## config.mk

```make
export PLATFORM = sky130hd
export DESIGN_NAME = instruction_decode
export DESIGN_NICKNAME = d
export VERILOG_FILES = /design/src/rtl/instruction_decode_pkg.sv /design/src/rtl/instruction_decode_reg_file_2r1w.sv /design/src/rtl/instruction_decode.sv
export SDC_FILE = /design/constraint.sdc
export NUM_CORES = 2
export LEC_CHECK = 0
export CAP_MARGIN = 10
export CORE_ASPECT_RATIO = 1.1
export CORE_MARGIN = 2
export CORE_UTILIZATION = 45
export DETAILED_ROUTE_END_ITERATION = 8
export PLACE_DENSITY = 0.65
export SYNTH_ARGS = -nofsm -noshare
export SYNTH_HDL_FRONTEND = slang
export SYNTH_HIERARCHICAL = 1
export SYNTH_SLANG_ARGS = --single-unit
```

## constraint.sdc

```tcl
create_clock -name i_clk -period 5.8 [get_ports i_clk]
set_input_delay 1.74 -clock i_clk [delete_from_list [all_inputs] [get_ports i_clk]]
set_output_delay 1.74 -clock i_clk [all_outputs]
set_load 0.1 [all_outputs]
```

## src/rtl/instruction_decode_pkg.sv

```systemverilog
// -----------------------------------------------------------------------------
// instruction_decode_pkg
//   Shared definitions for the LEGv8 decode stage: datapath widths, the XZR
//   index, opcode prefixes, ALUSrc/ALUOp encodings, the control bundle carried
//   into the ID/EX register, and two helpers (opcode classification and
//   immediate sign extension).
//   Configuration macro: WB_BYPASS_EN (consumed by the register file and the
//   hazard unit, not by this package).
// -----------------------------------------------------------------------------
package instruction_decode_pkg;

  localparam int XLEN = 64;
  localparam int NREG = 32;
  localparam logic [4:0] ZERO_REG = 5'd31;

  // Opcode prefixes, compared against the top bits of the instruction word
  localparam logic [10:0] OP_ADD  = 11'b10001011000;
  localparam logic [10:0] OP_SUB  = 11'b11001011000;
  localparam logic [10:0] OP_AND  = 11'b10001010000;
  localparam logic [10:0] OP_ORR  = 11'b10101010000;
  localparam logic [10:0] OP_LDUR = 11'b11111000010;
  localparam logic [10:0] OP_STUR = 11'b11111000000;
  localparam logic [9:0]  OP_ADDI = 10'b1001000100;
  localparam logic [9:0]  OP_SUBI = 10'b1101000100;
  localparam logic [7:0]  OP_CBZ  = 8'b10110100;
  localparam logic [7:0]  OP_CBNZ = 8'b10110101;
  localparam logic [5:0]  OP_B    = 6'b000101;

  // ALUSrc: which operand feeds ALU input 2
  localparam logic [1:0] ALU_SRC_REG   = 2'b00;
  localparam logic [1:0] ALU_SRC_SEXT  = 2'b01;
  localparam logic [1:0] ALU_SRC_IMM12 = 2'b10;

  // ALUOp: add / pass input 2 / decode from opcode
  localparam logic [1:0] ALU_OP_ADD  = 2'b00;
  localparam logic [1:0] ALU_OP_PASS = 2'b01;
  localparam logic [1:0] ALU_OP_FUNC = 2'b10;

  typedef enum logic [2:0] {
    CLS_ILLEGAL = 3'd0,
    CLS_R       = 3'd1,
    CLS_I       = 3'd2,
    CLS_LDUR    = 3'd3,
    CLS_STUR    = 3'd4,
    CLS_CBZ     = 3'd5,
    CLS_CBNZ    = 3'd6,
    CLS_B       = 3'd7
  } instr_class_e;

  typedef struct packed {
    logic       b;
    logic       bz;
    logic       bnz;
    logic       mem_write;
    logic       mem_read;
    logic       mem_to_reg;
    logic       reg_write;
    logic [1:0] alu_src;
    logic [1:0] alu_op;
  } ctrl_t;

  localparam ctrl_t CTRL_NOP = '0;

  // Map the instruction word onto one of the supported formats
  function automatic instr_class_e classify(input logic [31:0] instr);
    instr_class_e cls;
    if ((instr[31:21] == OP_ADD) || (instr[31:21] == OP_SUB) ||
        (instr[31:21] == OP_AND) || (instr[31:21] == OP_ORR)) begin
      cls = CLS_R;
    end else if ((instr[31:22] == OP_ADDI) || (instr[31:22] == OP_SUBI)) begin
      cls = CLS_I;
    end else if (instr[31:21] == OP_LDUR) begin
      cls = CLS_LDUR;
    end else if (instr[31:21] == OP_STUR) begin
      cls = CLS_STUR;
    end else if (instr[31:24] == OP_CBZ) begin
      cls = CLS_CBZ;
    end else if (instr[31:24] == OP_CBNZ) begin
      cls = CLS_CBNZ;
    end else if (instr[31:26] == OP_B) begin
      cls = CLS_B;
    end else begin
      cls = CLS_ILLEGAL;
    end
    return cls;
  endfunction

  // Immediate field per format; I-format uses the raw 12-bit field via ALUSrc=10
  function automatic logic [XLEN-1:0] sign_extend(input logic [31:0] instr,
                                                  input instr_class_e cls);
    logic [XLEN-1:0] ext;
    case (cls)
      CLS_LDUR, CLS_STUR: ext = {{55{instr[20]}}, instr[20:12]};
      CLS_CBZ, CLS_CBNZ:  ext = {{45{instr[23]}}, instr[23:5]};
      CLS_B:              ext = {{38{instr[25]}}, instr[25:0]};
      default:            ext = 64'd0;
    endcase
    return ext;
  endfunction

endpackage

```

## src/rtl/instruction_decode_reg_file_2r1w.sv

```systemverilog
// -----------------------------------------------------------------------------
// reg_file_2r1w
//   32 x 64 architectural register file: two asynchronous read ports, one
//   synchronous write port. Register 31 (XZR) always reads zero and ignores
//   writes.
//   Configuration macro: WB_BYPASS_EN -- when defined, a read of the register
//   being written this cycle returns the write data (write-through).
// Ports:
//   i_clk, i_rst_n        clock, async active-low reset (clears all entries)
//   i_we/i_waddr/i_wdata  write port
//   i_raddr1/o_rdata1     read port 1
//   i_raddr2/o_rdata2     read port 2
// -----------------------------------------------------------------------------
module reg_file_2r1w
  import instruction_decode_pkg::*;
(
  input  logic            i_clk,
  input  logic            i_rst_n,
  input  logic            i_we,
  input  logic [4:0]      i_waddr,
  input  logic [XLEN-1:0] i_wdata,
  input  logic [4:0]      i_raddr1,
  output logic [XLEN-1:0] o_rdata1,
  input  logic [4:0]      i_raddr2,
  output logic [XLEN-1:0] o_rdata2
);

  logic [XLEN-1:0] r_regs [NREG];

  // Storage: cleared on reset, written on rising edge unless the target is XZR
  always_ff @(posedge i_clk or negedge i_rst_n) begin
    if (!i_rst_n) begin
      for (int i = 0; i < NREG; i++) begin
        r_regs[i] <= 64'd0;
      end
    end else if (i_we && (i_waddr != ZERO_REG)) begin
      r_regs[i_waddr] <= i_wdata;
    end
  end

  // Read port 1
  always_comb begin
    if (i_raddr1 == ZERO_REG) begin
      o_rdata1 = 64'd0;
`ifdef WB_BYPASS_EN
    end else if (i_we && (i_waddr == i_raddr1)) begin
      o_rdata1 = i_wdata;
`endif
    end else begin
      o_rdata1 = r_regs[i_raddr1];
    end
  end

  // Read port 2
  always_comb begin
    if (i_raddr2 == ZERO_REG) begin
      o_rdata2 = 64'd0;
`ifdef WB_BYPASS_EN
    end else if (i_we && (i_waddr == i_raddr2)) begin
      o_rdata2 = i_wdata;
`endif
    end else begin
      o_rdata2 = r_regs[i_raddr2];
    end
  end

endmodule

```

## src/rtl/instruction_decode.sv

```systemverilog
// -----------------------------------------------------------------------------
// instruction_decode
//   LEGv8 decode stage: register file, main control decoder, sign extension,
//   load-use hazard detection and the ID/EX pipeline register.
//   Configuration macro: WB_BYPASS_EN -- when defined, register reads see the
//   writeback value in the same cycle; when undefined, a decode that reads the
//   register being written back stalls one cycle instead.
// Ports:
//   i_clk, i_rst_n                      clock, async active-low reset
//   i_if_valid, i_if_pc, i_if_instr     instruction from fetch
//   i_flush                             kill the instruction in decode
//   i_wb_reg_write, i_wb_reg, i_wb_data writeback port
//   o_stall_if                          hold PC and IF/ID (combinational)
//   o_illegal_instr                     one-cycle pulse: undecodable opcode dropped
//   o_ex_*                              registered ID/EX contents
// -----------------------------------------------------------------------------
module instruction_decode
  import instruction_decode_pkg::*;
(
  input  logic            i_clk,
  input  logic            i_rst_n,
  input  logic            i_if_valid,
  input  logic [XLEN-1:0] i_if_pc,
  input  logic [31:0]     i_if_instr,
  input  logic            i_flush,
  input  logic            i_wb_reg_write,
  input  logic [4:0]      i_wb_reg,
  input  logic [XLEN-1:0] i_wb_data,
  output logic            o_stall_if,
  output logic            o_illegal_instr,
  output logic            o_ex_valid,
  output logic [XLEN-1:0] o_ex_address,
  output logic [31:0]     o_ex_instruction,
  output logic [XLEN-1:0] o_ex_sign_ext,
  output logic [XLEN-1:0] o_ex_data1,
  output logic [XLEN-1:0] o_ex_data2,
  output logic [1:0]      o_ex_alu_src,
  output logic [1:0]      o_ex_alu_op,
  output logic            o_ex_b,
  output logic            o_ex_bz,
  output logic            o_ex_bnz,
  output logic            o_ex_mem_write,
  output logic            o_ex_mem_read,
  output logic            o_ex_mem_to_reg,
  output logic            o_ex_reg_write
);

  instr_class_e    w_class;
  ctrl_t           w_ctrl;
  logic            w_use_rn;
  logic            w_use_rd2;
  logic [4:0]      w_rn;
  logic [4:0]      w_rd2_addr;
  logic [XLEN-1:0] w_sign_ext;
  logic [XLEN-1:0] w_rdata1;
  logic [XLEN-1:0] w_rdata2;
  logic [4:0]      w_ex_rd;
  logic            w_ld_hazard;
  logic            w_wb_hazard;
  logic            w_hazard;
  logic            w_issue;
  logic            w_illegal;

  logic            r_ex_valid;
  logic [XLEN-1:0] r_ex_address;
  logic [31:0]     r_ex_instruction;
  logic [XLEN-1:0] r_ex_sign_ext;
  logic [XLEN-1:0] r_ex_data1;
  logic [XLEN-1:0] r_ex_data2;
  ctrl_t           r_ex_ctrl;
  logic            r_illegal;

  assign w_class    = classify(i_if_instr);
  assign w_sign_ext = sign_extend(i_if_instr, w_class);
  assign w_rn       = i_if_instr[9:5];
  // Port 2 reads Rm for R-type and Rt for everything else (STUR/CBZ/CBNZ)
  assign w_rd2_addr = (w_class == CLS_R) ? i_if_instr[20:16] : i_if_instr[4:0];

  reg_file_2r1w u_reg_file (
    .i_clk    (i_clk),
    .i_rst_n  (i_rst_n),
    .i_we     (i_wb_reg_write),
    .i_waddr  (i_wb_reg),
    .i_wdata  (i_wb_data),
    .i_raddr1 (w_rn),
    .o_rdata1 (w_rdata1),
    .i_raddr2 (w_rd2_addr),
    .o_rdata2 (w_rdata2)
  );

  // Main control decoder plus which read ports the instruction really consumes
  always_comb begin
    w_ctrl    = CTRL_NOP;
    w_use_rn  = 1'b0;
    w_use_rd2 = 1'b0;
    case (w_class)
      CLS_R: begin
        w_ctrl.alu_src   = ALU_SRC_REG;
        w_ctrl.alu_op    = ALU_OP_FUNC;
        w_ctrl.reg_write = 1'b1;
        w_use_rn         = 1'b1;
        w_use_rd2        = 1'b1;
      end
      CLS_I: begin
        w_ctrl.alu_src   = ALU_SRC_IMM12;
        w_ctrl.alu_op    = ALU_OP_FUNC;
        w_ctrl.reg_write = 1'b1;
        w_use_rn         = 1'b1;
      end
      CLS_LDUR: begin
        w_ctrl.alu_src    = ALU_SRC_SEXT;
        w_ctrl.alu_op     = ALU_OP_ADD;
        w_ctrl.mem_read   = 1'b1;
        w_ctrl.mem_to_reg = 1'b1;
        w_ctrl.reg_write  = 1'b1;
        w_use_rn          = 1'b1;
      end
      CLS_STUR: begin
        w_ctrl.alu_src   = ALU_SRC_SEXT;
        w_ctrl.alu_op    = ALU_OP_ADD;
        w_ctrl.mem_write = 1'b1;
        w_use_rn         = 1'b1;
        w_use_rd2        = 1'b1;
      end
      CLS_CBZ: begin
        w_ctrl.alu_src = ALU_SRC_REG;
        w_ctrl.alu_op  = ALU_OP_PASS;
        w_ctrl.bz      = 1'b1;
        w_use_rd2      = 1'b1;
      end
      CLS_CBNZ: begin
        w_ctrl.alu_src = ALU_SRC_REG;
        w_ctrl.alu_op  = ALU_OP_PASS;
        w_ctrl.bnz     = 1'b1;
        w_use_rd2      = 1'b1;
      end
      CLS_B: begin
        w_ctrl.alu_op = ALU_OP_PASS;
        w_ctrl.b      = 1'b1;
      end
      default: begin
        w_ctrl = CTRL_NOP;
      end
    endcase
  end

  // Load-use: the load in EX writes its Rt, which this instruction needs now
  assign w_ex_rd     = r_ex_instruction[4:0];
  assign w_ld_hazard = r_ex_valid && r_ex_ctrl.mem_read && (w_ex_rd != ZERO_REG) &&
                       ((w_use_rn && (w_ex_rd == w_rn)) ||
                        (w_use_rd2 && (w_ex_rd == w_rd2_addr)));

`ifdef WB_BYPASS_EN
  assign w_wb_hazard = 1'b0;
`else
  // Without write-through the read would see stale data: wait one cycle
  assign w_wb_hazard = i_wb_reg_write && (i_wb_reg != ZERO_REG) &&
                       ((w_use_rn && (i_wb_reg == w_rn)) ||
                        (w_use_rd2 && (i_wb_reg == w_rd2_addr)));
`endif

  assign w_hazard   = i_if_valid && (w_ld_hazard || w_wb_hazard);
  // Flush overrides stall and illegal reporting
  assign o_stall_if = w_hazard && !i_flush;
  assign w_illegal  = i_if_valid && !i_flush && (w_class == CLS_ILLEGAL);
  assign w_issue    = i_if_valid && !i_flush && !w_hazard && (w_class != CLS_ILLEGAL);

  // ID/EX register: load the decoded instruction or a fully cleared bubble
  always_ff @(posedge i_clk or negedge i_rst_n) begin
    if (!i_rst_n) begin
      r_ex_valid       <= 1'b0;
      r_ex_address     <= 64'd0;
      r_ex_instruction <= 32'd0;
      r_ex_sign_ext    <= 64'd0;
      r_ex_data1       <= 64'd0;
      r_ex_data2       <= 64'd0;
      r_ex_ctrl        <= CTRL_NOP;
      r_illegal        <= 1'b0;
    end else begin
      r_illegal <= w_illegal;
      if (w_issue) begin
        r_ex_valid       <= 1'b1;
        r_ex_address     <= i_if_pc;
        r_ex_instruction <= i_if_instr;
        r_ex_sign_ext    <= w_sign_ext;
        r_ex_data1       <= w_rdata1;
        r_ex_data2       <= w_rdata2;
        r_ex_ctrl        <= w_ctrl;
      end else begin
        r_ex_valid       <= 1'b0;
        r_ex_address     <= 64'd0;
        r_ex_instruction <= 32'd0;
        r_ex_sign_ext    <= 64'd0;
        r_ex_data1       <= 64'd0;
        r_ex_data2       <= 64'd0;
        r_ex_ctrl        <= CTRL_NOP;
      end
    end
  end

  assign o_illegal_instr  = r_illegal;
  assign o_ex_valid       = r_ex_valid;
  assign o_ex_address     = r_ex_address;
  assign o_ex_instruction = r_ex_instruction;
  assign o_ex_sign_ext    = r_ex_sign_ext;
  assign o_ex_data1       = r_ex_data1;
  assign o_ex_data2       = r_ex_data2;
  assign o_ex_alu_src     = r_ex_ctrl.alu_src;
  assign o_ex_alu_op      = r_ex_ctrl.alu_op;
  assign o_ex_b           = r_ex_ctrl.b;
  assign o_ex_bz          = r_ex_ctrl.bz;
  assign o_ex_bnz         = r_ex_ctrl.bnz;
  assign o_ex_mem_write   = r_ex_ctrl.mem_write;
  assign o_ex_mem_read    = r_ex_ctrl.mem_read;
  assign o_ex_mem_to_reg  = r_ex_ctrl.mem_to_reg;
  assign o_ex_reg_write   = r_ex_ctrl.reg_write;

endmodule

```

Yosys cells after proc, flatten, opt, wreduce, memory -nomap -nowiden
Index checks and enable logic that the tools add are counted.

Register bits after elaboration: 2349. Input port bits: 170. Output and inout port bits: 302. Word-level logic and storage cells: 152.

Order comparisons: 4. Equality and inequality tests: 26. Mux-type cells: 37. Bitwise logic cells: 3. Reduce and logical (&&, ||, !) cells: 34.

Operators by type and width (count): $bwmux 2048 (1); $mux 64 (11); $bmux 64 s5 (2); $demux 64 s5 (1); $pmux 64 s3 (1); $eq 11x11->1 const B (6); $mux 32 (1); $mux 3 (7); $eq 10x10->1 const B (2); $eq 5x5->1 (4); $ge 6x6->1 const B (3); $not 5->6 (3); $eq 8x8->1 const B (2); $logic_and 1x1->1 (16); $eq 3x3->1 const B (4); $mux 11 (1); $eq 5x5->1 const B (2); $ne 5x5->1 const B (2); $mux 1 (8); $pmux 2 s2 (2); $reduce_or 4->1 (2); $logic_or 1x1->1 (7); $eq 3x2->1 const B (2); $eq 6x3->1 const B (1); 9 further kinds (13).

Depth between registers and ports, before layout
Depth in word-level cells: 20. Mapped depth: 13. Gate-level depth less buffers: 10.

Modules after synthesis
The synthesis kept the hierarchy.

By module, submodules not included: reg_file_2r1w (times used 1, cells each 7031, area an instance 108237.6 um^2, seq. area each 51249.2 um^2); instruction_decode (times used 1, cells each 739, area an instance 9644.2 um^2, seq. area each 6556.3 um^2).

Worst setup path before layout
No wires, ideal clock.

Kind: input-to-output. Start: input i_if_instr[21]. End: output o_stall_if. Arrival time: 4418 ps. Data required time: 4060 ps. Path slack: -358 ps. Stages on the path: 9. Path buffers: 2. Cell sequence: or4b_1 -> buf_2 -> o21ba_2 -> o22ai_1 -> nand4b_1 -> nor4b_4 -> a211o_1 -> buf_2 -> and2_1.

Word-level cells in the longest chain between the ends: 14. Elaborated cells on any way between the ends: 37. Classes of those cells: 14 x eq/ne; 7 x mux; 16 x reduce/logical.

RTL lines: start: declaration (RTL line instruction_decode.sv:24) `input logic [31:0] i_if_instr,`; $eq 11x11->1, on equally long branches (RTL line instruction_decode_pkg.sv:74, instruction_decode_pkg.sv:67); $mux 3 / $logic_or 1x1->1 (equally long branches) (RTL line instruction_decode_pkg.sv:74, instruction_decode_pkg.sv:67); $mux 3 / $logic_or 1x1->1 (equally long branches) (RTL line instruction_decode_pkg.sv:72, instruction_decode_pkg.sv:67); $mux 3 / $logic_or 1x1->1 (equally long branches) (RTL line instruction_decode_pkg.sv:70, instruction_decode_pkg.sv:68); $mux 3 (*) (RTL line instruction_decode_pkg.sv:67) `if ((instr[31:21] == OP_ADD) || (instr[31:21] == OP_SUB) ||`; $eq 3x1->1, or another cell as far along (RTL line instruction_decode.sv:77, instruction_decode.sv:96); $mux 5 / $reduce_or 4->1 (equally long branches); $eq 5x5->1, or another cell as far along (RTL line instruction_decode.sv:151) `(w_use_rd2 && (w_ex_rd == w_rd2_addr)));`; $logic_and 1x1->1, on equally long branches; $logic_or 1x1->1, on equally long branches (RTL line instruction_decode.sv:150, instruction_decode.sv:158); $logic_and 1x1->1, on equally long branches (RTL line instruction_decode.sv:149, instruction_decode.sv:157); $logic_or 1x1->1 (*) (RTL line instruction_decode.sv:162) `assign w_hazard = i_if_valid && (w_ld_hazard || w_wb_hazard);`; $logic_and 1x1->1 (*) (RTL line instruction_decode.sv:162); $logic_and 1x1->1 (*) (RTL line instruction_decode.sv:164) `assign o_stall_if = w_hazard && !i_flush;`; end: declaration (RTL line instruction_decode.sv:29) `output logic o_stall_if,`.

Every way passes the cells marked *; elsewhere a longest branch is shown, timed or not.

Final worst setup path
Start: input i_if_instr[26]. End: output o_stall_if.

Word-level cells in the longest chain between the ends: 17. Elaborated cells on any way between the ends: 46. Classes of those cells: 19 x eq/ne; 10 x mux; 17 x reduce/logical.

RTL lines: $eq 6x3->1 (RTL line instruction_decode_pkg.sv:80) `end else if (instr[31:26] == OP_B) begin`; $mux 3 (RTL line instruction_decode_pkg.sv:80); $mux 3 (RTL line instruction_decode_pkg.sv:78) `end else if (instr[31:24] == OP_CBNZ) begin`; $mux 3 (RTL line instruction_decode_pkg.sv:76) `end else if (instr[31:24] == OP_CBZ) begin`; $mux 3 (RTL line instruction_decode_pkg.sv:74) `end else if (instr[31:21] == OP_STUR) begin`; $mux 3 (RTL line instruction_decode_pkg.sv:72) `end else if (instr[31:21] == OP_LDUR) begin`; $mux 3 (RTL line instruction_decode_pkg.sv:70) `end else if ((instr[31:22] == OP_ADDI) || (instr[31:22] == OP_SUBI)) begin`; $mux 3 (*) (RTL line instruction_decode_pkg.sv:67); $eq 3x1->1, or another cell as far along (RTL line instruction_decode.sv:77, instruction_decode.sv:96); $mux 5 / $reduce_or 4->1 (equally long branches); $eq 5x5->1, or another cell as far along (RTL line instruction_decode.sv:151); $logic_and 1x1->1, on equally long branches; $logic_or 1x1->1, on equally long branches (RTL line instruction_decode.sv:150, instruction_decode.sv:158); $logic_and 1x1->1, on equally long branches (RTL line instruction_decode.sv:149, instruction_decode.sv:157); $logic_or 1x1->1 (*) (RTL line instruction_decode.sv:162); $logic_and 1x1->1 (*) (RTL line instruction_decode.sv:162); $logic_and 1x1->1 (*) (RTL line instruction_decode.sv:164).

Marked as above.

==> impl_metrics.ini <==
[place]
place_congestion = 0.887
hpwl_um = 232000
portBuffers = 471

[logic_synthesis]
netlist_instances = 7770
yosys.area.top_type = dfrtp_1
synth_area_leaders = dfrtp_1 (49%), mux2_2 (19%), mux4_2 (19%)
synth_cell_types = 61
avgSynthCellArea_um2 = 15.2
yosysWarningCount = 6
seq_area_frac_synth_pct = 49.0
ys_ff_latch = 2310
synth-async-reset-ratio_pct = 100
synth_top_area_share_pct = 49.0
syn_area_mm2 = 0.118
synth_ff_type = dfrtp_1
synth_edf_count = 0
synth_nets = 7940

[detailed_routing]
drtIter0Drc = 6928
wirelength_um = 394000
routed_via_density = 6.48
drt-wirelength-per-cell_um = 33.9
ant_nets = 0
drc_errors = 0
first_pass_iters = 5
via_count = 75262

[worst_setup_path]
critPathMaxFanout = 5
cp.arrival_ns = 4.00
crit_type = in2out
cp-end-kind = output port
cp-start-kind = input port
worstPathRequired_ns = 4.06

[finish]
drive_above_1_share_pct = 46.5
syn_to_final_growth_pct = 14.9
final_nets = 8090

[cts]
insertion_delay_ns = 0.93
cts_htree_levels = 4
cts_num_sinks = 2310
clk_pin_slew_ns = 0.06
cts_tree = done
cts_buffers = 241
cts_buffer_depth = 4
cts-root-buf = clkbuf_16

[sta]
skew_ns = 0.0574
min_period_over_period_pct = 98.9
hold_viol = 0
tns_ns = 0
tightest_slew_ns = 1.28
setup_viol_count_final = 0
period_needed_ns = 5.74
slew_headroom_pct = 14.4
hold_ws_ns = 0.383
slew_violations = 0
fmax_mhz = 174

[die]
die-area_mm2 = 0.266
dieHeight_um = 541
core_mm2 = 0.261
num_io_pins = 472
die_w_um = 492
rows = 197
initial_utilization_pct = 45.1

[grt]
grt_max_degree = 149
grt_pass1_wl_um = 568000
antenna_found_initial = 34
grt_pass1_vias = 77985
grt_overflow_total = 0
track_usage_pct = 29.3

[pwr]
powerDensity_mw_per_mm2 = 334
leakage_nw = 58.9
ir_drop_mv = 0.250

[flow_run]
drv_cap = 0

[run_status]
status = completed

[worst_hold_path]
hold_class = reg2reg
-- timing repair --
| action | 4_1_cts | 5_1_grt |
|---|---|---|
| setup buffers | 0 | 2 |
| hold buffers | 0 | 0 |
| pin swaps | 7 | 11 |
| setup endpoints to repair | 1 | 1 |
| gates resized for setup | 20 | 12 |
-- worst paths after layout --
path                                        from                 endpoint  slack, ns  cells after the start
max                               i_if_instr[26]               o_stall_if       0.06                     10
min                        u_reg_file/r_regs[51]    u_reg_file/r_regs[51]       0.38                      0
max reg2reg                  o_ex_instruction[4]           o_ex_data1[40]       2.35                      9
min reg2reg                u_reg_file/r_regs[51]    u_reg_file/r_regs[51]       0.38                      0
max in group asynchronous                i_rst_n   u_reg_file/r_regs[747]       3.50                      2
min in group asynchronous                i_rst_n  u_reg_file/r_regs[1540]       0.79                      1
-- cell families after synthesis --
kind of cell	count (synthesis)	share of synthesized area, %
buffers and inverters	942	3.48
xor gates and xnor gates	19	0.141
DFF	2310	49.0
muxes	3433	41.6
and+or+nand+nor	510	2.54
AOI/OAI and AO/OA	556	3.24
-- worst max-delay path: stages --
cell and delay [ns]:
clkdlybuf4s15_2 0.23, or4b_4 0.57, buf_4 0.18, nor4_4 0.29, nor4_2 0.10, nand4b_1 0.19, nor4b_4 0.07, a211o_1 0.26
and2_4 0.19, buf_12 0.16
-- per-stage QoR --
step / util [%] / area [µm²] / std cells / power (mW) / worst slack (ns)
5_1_grt: 51.8 / 135000 / 11600 / 47.0 / -0.0682
6_report: 51.8 / 135000 / 11607 / 45.2 / 0.0622
3_3_place_gp: 48.7 / 127000 / 11157 / 29.0 / -0.321
4_1_cts: 51.8 / 135000 / 11588 / 45.4 / 0.0189
3_5_place_dp: 48.7 / 127000 / 11157 / 29.5 / -0.261
2_1_floorplan: - / 118000 / 7770 / 26.9 / 0.0682
-- metal layers --
metal	up-vias	GRT usage [%]	wire (µm)	part of all wire [%]
met4	16	12.9	19600	5.0
met1	41133	38.5	156000	40
met2	3406	47.0	187000	48
met3	801	6.04	31000	7.9
met5	-	0	121	0.031
li1	29906	-	-	-
-- sequential cells by signal, indices dropped and copies added, names as in the netlist --
name	flops
o_ex_data1	64
o_ex_address	64
o_ex_data2	64
o_ex_b	1
o_ex_valid	1
o_ex_reg_write	1
o_ex_sign_ext	26
u_reg_file/r_regs	2048
o_ex_bz	1
o_ex_bnz	1
o_ex_alu_op	2
o_illegal_instr	1
o_ex_alu_src	2
o_ex_instruction	32
o_ex_mem_read	1
o_ex_mem_write	1
-- Yosys cell counts (all sizes together), types with 3 or more instances --
library cell	n
nor4b	3
nor2	47
xnor2	11
xor2	8
clkbuf	559
a21boi	15
and3	66
o21a	11
nor4	10
or2	5
a211oi	67
o211ai	9
nand3	17
mux4	970
inv	53
mux2i	465
dfrtp	2310
mux2	1998
nor3	18
a22oi	74
o31ai	9
and2	223
nand4	3
o22ai	77
nand3b	10
nor2b	19
o21ai	94
a21oi	75
nor3b	4
a221oi	14
o221ai	69
nand2b	11
nand2	66
o2bb2ai	31
buf	330
-- power by group --
| part | switching [mW] | internal (mW) |
|---|---|---|
| logic | 3.33 | 5.20 |
| registers | 1.97 | 18.8 |
| clock network | 6.71 | 9.18 |
-- layout by cell type (no fill, tap or decap), types with 10 or more instances in the layout --
| cell | instances |
|---|---|
| a21oi_1 | 75 |
| mux2_2 | 1997 |
| o221ai_1 | 69 |
| nand2_4 | 19 |
| and3_1 | 65 |
| and2_1 | 222 |
| a22oi_1 | 74 |
| nand2_1 | 47 |
| bufinv_16 | 21 |
| mux4_2 | 970 |
| nor2_1 | 31 |
| nor2b_1 | 18 |
| nor3_1 | 14 |
| buf_4 | 213 |
| o22ai_1 | 75 |
| clkbuf_8 | 49 |
| clkdlybuf4s50_1 | 441 |
| dfrtp_1 | 2310 |
| nor2_4 | 16 |
| o21ai_0 | 91 |
| a21boi_0 | 13 |
| a211oi_1 | 67 |
| clkbuf_1 | 41 |
| clkinv_2 | 61 |
| a221oi_1 | 14 |
| o21a_1 | 11 |
| diode_2 | 17 |
| nand3_1 | 15 |
| clkbuf_16 | 242 |
| inv_1 | 50 |
| mux2i_1 | 464 |
| buf_12 | 123 |
| xnor2_1 | 11 |
| nand3b_1 | 10 |
| o2bb2ai_1 | 31 |
| nand2b_1 | 11 |
-- layout make-up --
| cell class | count | area, µm² |
|---|---|---|
| Clock buffer | 332 | 6880 |
| Antenna cell | 17 | 42.5 |
| Clock inverter | 99 | 1100 |
| Fill cell | 21352 | 126000 |
| Inverter | 53 | 211 |
| Sequential cell | 2310 | 57800 |
| Tap cell | 3482 | 4360 |
| Timing Repair Buffer | 796 | 8700 |
| Multi-Input combinational cell | 4518 | 56300 |
Note: power is estimated with default switching activity, not from simulation.
==> patch: new RTL, same flow settings <==
The option `WB_BYPASS_EN` is turned on by a define.
--- a/src/rtl/instruction_decode_reg_file_2r1w.sv
+++ b/src/rtl/instruction_decode_reg_file_2r1w.sv
@@ -12,4 +12,6 @@
 //   i_raddr2/o_rdata2     read port 2
 // -----------------------------------------------------------------------------
+`define WB_BYPASS_EN
+
 module reg_file_2r1w
   import instruction_decode_pkg::*;
Check against the original RTL: not settled (the Yosys comparison gave no result); the edit may change what the design does.
==> patch against the original RTL <==
The flow now finishes with violations (design-rule violations). Critical path depth down 1. Routed wire length increased by 11%. Design area up 1.5%. First-iteration DRC count is 33% higher. Power grew 2.6%. Register-to-register slack gained 0.33 ns. Sequential cell count unchanged. Clock power up 6%. Setup slack got worse by 0.037 ns. Area after synthesis rose by 0.40%. Worst hold slack better by 0.016 ns. Combinational power rose by 2.7%.
==> patch: results (changes against the original RTL) <==
stage	metric	value	unit	change
status	status	complete, but fails checks		
status	violations	design-rule violations		
detailed_routing	routed-wl-met2	201000	um	+7.5%
global_routing	grt_pass1_wl	624000	um	+9.8%
global_routing	grtUsageMet1	0.422		+0.0363
detailed_routing	wl	437000	um	+11%
synthesis	synth_xor_area_frac	0.00118		-0.000228
synthesis	yosysSeqAreaShare	0.488		-0.00198
power_and_ir_drop	ir_drop	0.276	mV	+10%
setup_path	crit_start	i_if_instr[22]		
synthesis	synthTopCellsByArea	dfrtp_1 49%, mux2_2 19%, mux4_2 16%, mux2i_1 2.9%, clkbuf_1 1.8%		
synthesis	avgSynthCellArea	14.6	um^2	-3.9%
global_routing	grt_max_degree	161		+8.1%
global_routing	grt_pass1_vias	83700		+7.3%
synthesis	synthTopCellsByCount	2310 x dfrtp_1, 2007 x mux2_2, 859 x mux4_2		
detailed_routing	drt-initial-drc-count	9245		+33%
detailed_routing	drcViolationCount	174		+174
detailed_routing	first_pass_iters	9		+4
sta	min_period	5.77	ns	+0.0372 ns
detailed_routing	wl_met1	167000	um	+7.0%
cells_and_area	final_cells	12100		+3.8%
cells_and_area	num-fill-cells	21500		+0.68%
placement	gp_congestion	0.900		+1.5%
synthesis	yosysUniqueCellTypes	69		+13%
hold_path	hp-start	u_reg_file/r_regs[20]		
-- patch: cell types whose count changed after synthesis, moves of 40 or more --
cell / unedited run / this run
a32o_1: 0 / 70
buf_4: 64 / 104
inv_1: 53 / 13
o22ai_1: 77 / 121
mux2i_1: 465 / 345
a22oi_1: 74 / 259
and3_1: 66 / 3
nand2_1: 66 / 235
and2_1: 223 / 6
nor3b_1: 4 / 232
o21ai_0: 91 / 51
mux4_2: 970 / 859
-- patch: cell type report --
type	count	area, um^2	share of cell area
diodes	19	47.5	0.000346
clock buffers	352	7130	0.0518
clock inverters	94	1340	0.00971
inverters	15	71.3	0.000519
multi-input cells	4834	56500	0.411
flip-flops and latches	2310	57800	0.420
well taps	3482	4360	0.0317
repair buffers	944	10200	0.0743
-- patch: power by group --
part / total (mW) / switching, mW / internal (mW)
Combinational: 8.76 / 3.63 / 5.13
Clock: 16.8 / 6.93 / 9.85
Sequential: 20.9 / 2.04 / 18.8
Total: 46.4 / 12.6 / 33.8
